<file path="src/rtl/display_pkg.sv">
`default_nettype none
`timescale 1ns/1ps
// ============================================================================
// display_pkg
// ----------------------------------------------------------------------------
// Shared character-screen geometry, default clear character and the state
// encoding of the screen write arbiter.
// No ports: package only.
// Revision: 1.0 - initial release
// ============================================================================
package display_pkg;

  localparam int SCREEN_ADDR_W   = 11;
  localparam int CHAR_W          = 3;
  localparam int SCREEN_COLS     = 40;
  localparam int SCREEN_ROWS     = 30;
  localparam int SCREEN_CELLS_DEF = SCREEN_COLS * SCREEN_ROWS;

  localparam logic [CHAR_W-1:0] CLEAR_CHAR_DEF = 3'd0;

  typedef enum logic [0:0] {
    ST_IDLE  = 1'b0,
    ST_CLEAR = 1'b1
  } state_t;

endpackage

`default_nettype wire

</file>
<file path="src/rtl/rr_arbiter.sv">
`default_nettype none
`timescale 1ns/1ps
// ============================================================================
// rr_arbiter
// ----------------------------------------------------------------------------
// Combinational round-robin selector: grants the first requesting slot at or
// after ptr, wrapping modulo NREQ. The pointer itself is owned by the parent.
// Ports:
//   req         in   NREQ   request vector
//   ptr         in   IDX_W  highest-priority slot this cycle
//   enable      in   1      when low no grant is issued
//   grant       out  NREQ   one-hot grant (all zero when nothing granted)
//   grant_idx   out  IDX_W  index of the granted slot
//   grant_valid out  1      a grant was issued
// Revision: 1.0 - initial release
// ============================================================================
module rr_arbiter #(
  parameter int NREQ  = 4,
  parameter int IDX_W = (NREQ > 1) ? $clog2(NREQ) : 1
) (
  input  logic [NREQ-1:0]  req,
  input  logic [IDX_W-1:0] ptr,
  input  logic             enable,
  output logic [NREQ-1:0]  grant,
  output logic [IDX_W-1:0] grant_idx,
  output logic             grant_valid
);

  logic [IDX_W-1:0] idx;

  // Walk the offsets from farthest to nearest so the nearest requester
  // overwrites any earlier match and ends up as the winner.
  always_comb begin
    grant       = '0;
    grant_idx   = '0;
    grant_valid = 1'b0;
    idx         = '0;
    for (int k = NREQ - 1; k >= 0; k--) begin
      idx = IDX_W'((int'(ptr) + k) % NREQ);
      if (enable && req[idx]) begin
        grant       = '0;
        grant[idx]  = 1'b1;
        grant_idx   = idx;
        grant_valid = 1'b1;
      end
    end
  end

endmodule

`default_nettype wire

</file>
<file path="src/rtl/screen_write_arbiter.sv">
`default_nettype none
`timescale 1ns/1ps
// ============================================================================
// screen_write_arbiter
// ----------------------------------------------------------------------------
// Shares the character screen memory write port between game-logic
// requesters using round-robin arbitration, optionally restricted to
// vertical blanking. Also provides a full-screen clear sweep and a
// once-per-frame tick.
// Ports:
//   clk         in   1        system/pixel clock
//   reset       in   1        asynchronous, active-high
//   vblank      in   1        vertical blanking indicator
//   req         in   NREQ     per-requester write request (held until ack)
//   req_addr    in   NREQ*11  packed cell addresses
//   req_char    in   NREQ*3   packed character codes
//   ack         out  NREQ     one-hot combinational grant
//   clear_start in   1        start full-screen clear
//   clear_busy  out  1        sweep in progress (registered)
//   frame_tick  out  1        one-cycle pulse at start of each vblank
//   we          out  1        screen memory write enable (registered)
//   wr_addr     out  11       screen memory write address (registered)
//   wr_char     out  3        screen memory write data (registered)
// Revision: 1.0 - initial release
// ============================================================================
module screen_write_arbiter
  import display_pkg::*;
#(
  parameter int                NREQ         = 4,
  parameter int                SCREEN_CELLS = SCREEN_CELLS_DEF,
  parameter logic [CHAR_W-1:0] CLEAR_CHAR   = CLEAR_CHAR_DEF,
  parameter bit                BLANK_ONLY   = 1'b1
) (
  input  logic                          clk,
  input  logic                          reset,
  input  logic                          vblank,
  input  logic [NREQ-1:0]               req,
  input  logic [NREQ*SCREEN_ADDR_W-1:0] req_addr,
  input  logic [NREQ*CHAR_W-1:0]        req_char,
  output logic [NREQ-1:0]               ack,
  input  logic                          clear_start,
  output logic                          clear_busy,
  output logic                          frame_tick,
  output logic                          we,
  output logic [SCREEN_ADDR_W-1:0]      wr_addr,
  output logic [CHAR_W-1:0]             wr_char
);

  localparam int IDX_W = (NREQ > 1) ? $clog2(NREQ) : 1;
  localparam logic [SCREEN_ADDR_W-1:0] LAST_CELL = SCREEN_ADDR_W'(SCREEN_CELLS - 1);
  localparam logic [IDX_W-1:0]         LAST_IDX  = IDX_W'(NREQ - 1);

  state_t                   state_q, state_d;
  logic [IDX_W-1:0]         rr_ptr_q, rr_ptr_d;
  logic [SCREEN_ADDR_W-1:0] cnt_q, cnt_d;
  logic                     we_q, we_d;
  logic [SCREEN_ADDR_W-1:0] wr_addr_q, wr_addr_d;
  logic [CHAR_W-1:0]        wr_char_q, wr_char_d;
  logic                     clear_busy_q, clear_busy_d;
  logic                     frame_tick_q, frame_tick_d;
  logic                     vblank_q;

  logic                     win;
  logic                     arb_en;
  logic [IDX_W-1:0]         grant_idx;
  logic                     grant_valid;

  assign win = BLANK_ONLY ? vblank : 1'b1;

  // Reset is folded in so ack is low for the whole reset interval; a pending
  // clear_start takes the cycle, so requesters are held off.
  assign arb_en = !reset && (state_q == ST_IDLE) && win && !clear_start;

  rr_arbiter #(
    .NREQ  (NREQ),
    .IDX_W (IDX_W)
  ) u_rr_arbiter (
    .req         (req),
    .ptr         (rr_ptr_q),
    .enable      (arb_en),
    .grant       (ack),
    .grant_idx   (grant_idx),
    .grant_valid (grant_valid)
  );

  // State register and all output/datapath flops
  always_ff @(posedge clk or posedge reset) begin
    if (reset) begin
      state_q      <= ST_IDLE;
      rr_ptr_q     <= '0;
      cnt_q        <= '0;
      we_q         <= 1'b0;
      wr_addr_q    <= '0;
      wr_char_q    <= '0;
      clear_busy_q <= 1'b0;
      frame_tick_q <= 1'b0;
      vblank_q     <= 1'b0;
    end else begin
      state_q      <= state_d;
      rr_ptr_q     <= rr_ptr_d;
      cnt_q        <= cnt_d;
      we_q         <= we_d;
      wr_addr_q    <= wr_addr_d;
      wr_char_q    <= wr_char_d;
      clear_busy_q <= clear_busy_d;
      frame_tick_q <= frame_tick_d;
      vblank_q     <= vblank;
    end
  end

  // Next-state logic: sweep counter advances only on window cycles
  always_comb begin
    state_d = state_q;
    cnt_d   = cnt_q;
    case (state_q)
      ST_IDLE: begin
        if (clear_start) begin
          state_d = ST_CLEAR;
          cnt_d   = '0;
        end
      end
      ST_CLEAR: begin
        if (win) begin
          if (cnt_q == LAST_CELL) begin
            state_d = ST_IDLE;
            cnt_d   = '0;
          end else begin
            cnt_d = cnt_q + SCREEN_ADDR_W'(1);
          end
        end
      end
      default: begin
        state_d = ST_IDLE;
        cnt_d   = '0;
      end
    endcase
  end

  // Output logic: write port source select and round-robin pointer update
  always_comb begin
    we_d         = 1'b0;
    wr_addr_d    = wr_addr_q;
    wr_char_d    = wr_char_q;
    rr_ptr_d     = rr_ptr_q;
    clear_busy_d = (state_d == ST_CLEAR);
    frame_tick_d = vblank && !vblank_q;
    if ((state_q == ST_CLEAR) && win) begin
      we_d      = 1'b1;
      wr_addr_d = cnt_q;
      wr_char_d = CLEAR_CHAR;
    end else if (grant_valid) begin
      we_d = 1'b1;
      for (int i = 0; i < NREQ; i++) begin
        if (ack[i]) begin
          wr_addr_d = req_addr[i*SCREEN_ADDR_W +: SCREEN_ADDR_W];
          wr_char_d = req_char[i*CHAR_W +: CHAR_W];
        end
      end
      rr_ptr_d = (grant_idx == LAST_IDX) ? '0 : grant_idx + IDX_W'(1);
    end
  end

  assign we         = we_q;
  assign wr_addr    = wr_addr_q;
  assign wr_char    = wr_char_q;
  assign clear_busy = clear_busy_q;
  assign frame_tick = frame_tick_q;

endmodule

`default_nettype wire

</file>
<file path="config.mk">
export PLATFORM = sky130hd
export DESIGN_NAME = screen_write_arbiter
export DESIGN_NICKNAME = d
export VERILOG_FILES = /design/src/rtl/display_pkg.sv /design/src/rtl/rr_arbiter.sv /design/src/rtl/screen_write_arbiter.sv
export SDC_FILE = /design/constraint.sdc
export NUM_CORES = 1
export LEC_CHECK = 0
export CAP_MARGIN = 20
export CORE_MARGIN = 4
export CORE_UTILIZATION = 41
export DETAILED_ROUTE_END_ITERATION = 7
export HOLD_SLACK_MARGIN = 0.1
export PLACE_DENSITY = 0.86
export SYNTH_ARGS = -nofsm -noshare
export SYNTH_HDL_FRONTEND = slang
export SYNTH_SLANG_ARGS = --single-unit
</file>
<file path="constraint.sdc">
create_clock -name clk -period 3.4 [get_ports clk]
set_input_delay 0.34 -clock clk [delete_from_list [all_inputs] [get_ports clk]]
set_output_delay 0.34 -clock clk [all_outputs]
set_load 0.01 [all_outputs]
</file>
After elaboration in Yosys (flattened, before gate mapping):

Index checks and enable logic that the tools add are counted.

* bits in registers: 31
* input port bits: 64
* output and inout port bits: 21
* word-level logic and storage cells: 99

* add/subtract/negate cells: 5
* order comparisons: 8
* equal/unequal tests: 4
* multiplexer cells: 51
* bitwise operators: 2
* reduce and logical (&&, ||, !) cells: 21

Operators with widths (count)
* $mux W11: 9
* $pmux W11 S2: 1
* $mux W3: 6
* $mux W1: 17
* $mux W4: 4
* $logic_and A1 B1 Y1: 13
* $lt A2 B3 Y1 const B: 4
* $add A11 B1 Y11 const B: 1
* $eq A11 B11 Y1 const B: 1
* $mux W2: 5
* $bmux W1 S2: 4
* $demux W1 S2: 4
* $ge A2 B1 Y1 const B: 4
* $reduce_and A2 Y1: 3
* $reduce_bool A5 Y1: 1
* $add A2 B1 Y2 const B: 2
* $add A2 B2 Y2 const B: 2
* $ne A2 B2 Y1 const B: 2
* $logic_not A1 Y1: 3
* $eq A2 B2 Y1 const B: 1
* $not A1 Y1: 2
* $pmux W1 S2: 1
* $reduce_bool A2 Y1: 1

Longest topological paths before layout:

* depth after elaboration: 15
* gate-level depth with buffers: 14
* gate-level depth less buffers: 10

By module:

From an unflattened synthesis, not the netlist that was laid out.

* cell total of the unflattened synthesis: 279
* area total of the unflattened synthesis: 2507.4 sq um

By module, submodules not included
* screen_write_arbiter: times used 1, cells an instance 206, area an instance 1959.4 sq um, sequential area each 775.7 sq um
* rr_arbiter: times used 1, cells an instance 73, area an instance 548.0 sq um, sequential area each 0.0 sq um

Worst setup path before layout:

OpenSTA, ideal clock, no wires.

* path kind: register to register
* start: register rr_ptr_q[0]
* end: register wr_addr_q[10] (netlist: wr_addr[10])
* library setup time: 0.126 ns
* arrival time: 3.069 ns
* required time: 3.274 ns
* setup slack: 0.206 ns
* cell stages (with the launch flop): 14
* path buffers: 4
* period minus slack after synthesis: 3.194 ns
* cell sequence: dfrtp_1 > buf_6 > inv_1 > ha_1 > mux4_2 > nor2b_1 > a221oi_2 > o31a_1 > buf_4 > inv_2 > or4_4 > buf_6 > buf_6 > o311a_1

* longest elaborated chain between the ends: 14
* elaborated cells on any way between the ends: 51
* classes of those cells: add/sub: 3; order compare: 8; mux: 29; reduce/logical: 11

Ends and longest elaborated chain
* start: declaration: line screen_write_arbiter.sv:54 `logic [IDX_W-1:0] rr_ptr_q, rr_ptr_d;`
* start signal: assignment: line screen_write_arbiter.sv:100 `rr_ptr_q <= rr_ptr_d;`
* $add A2 B2 Y2: line rr_arbiter.sv:39 `idx = IDX_W'((int'(ptr) + k) % NREQ);`
* $lt A2 B3 Y1 (implied by the code) / $ge A2 B1 Y1 (equally long branches): line rr_arbiter.sv:42 `grant[idx] = 1'b1;`
* $logic_and A1 B1 Y1 (implied by the code): line rr_arbiter.sv:42
* $mux W1 (implied by the code): line rr_arbiter.sv:42
* $demux W1 S2
* $mux W4 (4 in a row): line rr_arbiter.sv:40 `if (enable && req[idx]) begin`
* $mux W11 (3 in a row): line screen_write_arbiter.sv:154 `if (ack[i]) begin`
* $mux W11: line screen_write_arbiter.sv:151 `end else if (grant_valid) begin`
* $mux W11: line screen_write_arbiter.sv:147 `if ((state_q == ST_CLEAR) && win) begin`
* end signal: assignment: line screen_write_arbiter.sv:103 `wr_addr_q <= wr_addr_d;`
* end: declaration: line screen_write_arbiter.sv:57 `logic [SCREEN_ADDR_W-1:0] wr_addr_q, wr_addr_d;`

Parallel ways exist; a longest one is shown, timed or not. The select of a mux whose other input is x is not followed.
A chain may end at the register's enable or synchronous reset.

Final worst setup path:

* start: register rr_ptr_q[0]
* end: output port ack[0]

* longest elaborated chain between the ends: 9
* elaborated cells on any way between the ends: 39
* classes of those cells: add/sub: 3; order compare: 8; mux: 20; reduce/logical: 8

Ends and longest elaborated chain
* $add A2 B2 Y2: line rr_arbiter.sv:39
* $lt A2 B3 Y1 (implied by the code) / $ge A2 B1 Y1 (equally long branches): line rr_arbiter.sv:42
* $logic_and A1 B1 Y1 (implied by the code): line rr_arbiter.sv:42
* $mux W1 (implied by the code): line rr_arbiter.sv:42
* $demux W1 S2
* $mux W4 (3 in a row): line rr_arbiter.sv:40
* $mux W4 *: line rr_arbiter.sv:40
* end: declaration: line screen_write_arbiter.sv:40 `output logic [NREQ-1:0] ack,`

Every way passes the cells marked *; elsewhere a longest branch is shown, timed or not. The select of a mux whose other input is x is not followed.

==> impl_metrics.env <==
export IMPL_portBuffers=84
export IMPL_syn_to_final_growth_pct=45.0
export IMPL_cts_hold_buf=0
export IMPL_hold_class="flip-flop to flip-flop"
export IMPL_die_h_um=83.4
export IMPL_synth_edf_count=0
export IMPL_syn_cell_area_um2=2330
export IMPL_synth_xor_area_share=0
export IMPL_muxShareOfSynthArea=0.0602
export IMPL_die_x_um=83.4
export IMPL_grt_max_degree=32
export IMPL_initial_core_util=0.423
export IMPL_top_usage_layer="met2"
export IMPL_hp_start="vblank_q$_DFF_PP0_"
export IMPL_cts_made_buffers=5
export IMPL_fin_setup_tns_ns=0
export IMPL_synth_simple_gate_area_frac=0.230
export IMPL_grt_pass1_wl_mm=11.4
export IMPL_cp_required_ns=3.06
export IMPL_io_pins=85
export IMPL_vias=2510
export IMPL_instances_no_fill=448
export IMPL_placementRows=27
export IMPL_slew_viol_final=0
export IMPL_synth_area_per_cell_um2=8.09
export IMPL_cp_arrival_ns=2.93
export IMPL_insertion_delay_ns=0.29
export IMPL_dieArea_um2=6950
export IMPL_gp_congestion=0.867
export IMPL_drv_cap=0
export IMPL_holdPathStages=1
export IMPL_synth_yosys_seq_area_share=0.333
export IMPL_setup_viol=0
export IMPL_synthesis_nets=361
export IMPL_first_pass_iters=4
export IMPL_grt_overflow_total=0
export IMPL_stdcell_area_um2=3380
export IMPL_root_buffer="clkbuf_8"
export IMPL_p_leak_nw=1.50
export IMPL_syn_inst=288
export IMPL_synth_fa_ha_area_frac=0.0484
export IMPL_worstSetupPathType="flip-flop to output pin"
export IMPL_final_common_cell="clkdlybuf4s50_1"
export IMPL_rsz0062_at_grt="no"
export IMPL_n_antenna_cell=0
export IMPL_cp_start_kind="flip-flop"
export IMPL_synth_ff_type="dfrtp_1"
export IMPL_mostFrequentLayoutCells="clkdlybuf4s50_1 (84), nand2_1 (42), nor2_1 (36)"
export IMPL_drc=0
export IMPL_cts_sinks=31
export IMPL_grt_pass1_vias=2438
export IMPL_r2r_end="wr_addr[10]$_DFFE_PP0P_"
export IMPL_synth_top_family_by_area="compound AO/OA/AOI/OAI gates"
export IMPL_fin_util=0.613
export IMPL_max_freq_ghz=0.305
export IMPL_hold_viol=0
export IMPL_cp_max_fo=12
export IMPL_synth_compound_area_share=0.265
export IMPL_skew_ns=0.00498
export IMPL_max_vdd_ir_drop_mv=0.187
export IMPL_drt_initial_drc_count=160
export IMPL_ff2ff_setup_slack_ns=0.14
export IMPL_synth_seq_cells=31
export IMPL_clockBufferDepth=2
export IMPL_ys_types=43
export IMPL_worstHoldEndpoint="frame_tick$_DFF_PP0_"
export IMPL_period_needed_ns=3.27
export IMPL_r2r_start="rr_ptr_q[0]$_DFFE_PP0P_"
export IMPL_rr_worst_depth=9
export IMPL_ys_async_sr_fraction=1.00
export IMPL_met1_usage=0.254
export IMPL_grt_util_met2=0.334
export IMPL_grt_use_met3=0.0466
export IMPL_cts_tree="done"
export IMPL_postRouteAntennaNets=0
export IMPL_track_usage=0.200
export IMPL_post_place_cells=437
export IMPL_worst_slew_pin_slew_ns=0.761
export IMPL_worstSetupEndpointType="output pin"
export IMPL_antenna_found_initial=0
export IMPL_via_per_inst=5.60
export IMPL_core_um2=5510
export IMPL_htree_levels=2
export IMPL_nets=448
export IMPL_postPlaceCellArea_um2=3270
export IMPL_drive_above_1_share=0.0957
export IMPL_powerDensity_nw_per_um2=341
export IMPL_fin_crit_sh=0.963
export IMPL_clkTransAtPathRegs_ns=0.06
export IMPL_wire_per_inst_um=16.0
export IMPL_yosysWarnings=0
export IMPL_relSlewSlack=0.493
export IMPL_wirelength_mm=7.17
export IMPL_status="completed"
export IMPL_dp_hpwl_mm=5.54
power breakdown:
part | switching, mW | internal, mW
sequential | 0.0676 | 0.432
combinational | 0.163 | 0.207
clock | 0.143 | 0.140
total | 0.373 | 0.779
registers in the layout, summed over array words and instances (netlist names):
| name | cells |
|---|---|
| wr_addr | 11 |
| wr_char | 3 |
| we | 1 |
| vblank_q | 1 |
| frame_tick | 1 |
| cnt_q | 11 |
| rr_ptr_q | 2 |
| clear_busy | 1 |
worst max-delay path by stage:
stage | start | endpoint | cells after the start
floorplan | rr_ptr_q[0]$_DFFE_PP0P_ | wr_addr[10]$_DFFE_PP0P_ | 13
detailed placement | req[1] | wr_addr[10]$_DFFE_PP0P_ | 8
finish | rr_ptr_q[0]$_DFFE_PP0P_ | ack[0] | 7
global route | rr_ptr_q[0]$_DFFE_PP0P_ | ack[1] | 7
CTS | rr_ptr_q[1]$_DFFE_PP0P_ | ack[1] | 7
global placement | req[1] | wr_addr[10]$_DFFE_PP0P_ | 8
synthesized netlist by cell type (8+ instances only):
| library cell | count | area share |
|---|---|---|
| a211oi_1 | 11 | 0.035 |
| a21oi_1 | 10 | 0.021 |
| clkbuf_1 | 12 | 0.019 |
| dfrtp_1 | 31 | 0.33 |
| ha_1 | 9 | 0.048 |
| inv_1 | 8 | 0.013 |
| nand2_1 | 42 | 0.068 |
| nand3_1 | 10 | 0.021 |
| nor2_1 | 36 | 0.058 |
| nor2b_1 | 8 | 0.021 |
| o21ai_0 | 29 | 0.062 |
| o21ai_1 | 9 | 0.019 |
| o311a_1 | 10 | 0.043 |
worst max-delay path: stages (launching register included):
cell and delay [ns]:
dfrtp_1 0.35, buf_4 0.20, mux4_2 0.61, nor2b_1 0.28
a221oi_1 0.13, o41ai_1 0.35, buf_4 0.19, clkdlybuf4s50_1 0.53
kinds of logic after synthesis:
kind of cell | count (synthesis)
and+or+nand+nor | 118
AOI/OAI and AO/OA | 91
DFF | 31
buffers and inverters | 30
muxes | 9
adders and majority gates | 9
per-stage QoR:
stage          total power [mW]  setup slack (ns)  hold WS, ns
6_report                   1.15             0.127        0.399
5_1_grt                    1.22          0.000202        0.417
4_1_cts                    1.14            0.0675        0.406
3_5_place_dp              0.860            0.0104        0.396
3_3_place_gp              0.845            0.0915        0.381
2_1_floorplan             0.664             0.206        0.371
per-layer routing:
| layer | vias to the layer above | part of all wire | wire length (um) |
|---|---|---|---|
| met1 | 1190 | 0.42 | 2990 |
| li1 | 1219 | - | - |
| met3 | 15 | 0.071 | 507 |
| met2 | 86 | 0.49 | 3510 |
| met5 | - | 0 | 0 |
| met4 | 0 | 0.023 | 168 |
area by class of cell:
type / instances / area (um^2)
clock inverter: 3 / 15.0
clock buffer: 5 / 68.8
fill: 469 / 2130
inverter: 9 / 33.8
tap: 72 / 90.1
sequential: 31 / 776
timing repair buffer: 101 / 968
multi-input combinational: 227 / 1430
repair_timing:
action / in CTS / in global routing
buffers inserted: 0 / 3
resized for setup: 0 / 2
endpoints found under the setup margin: 0 / 1
Power figures use the tool's default switching activity.
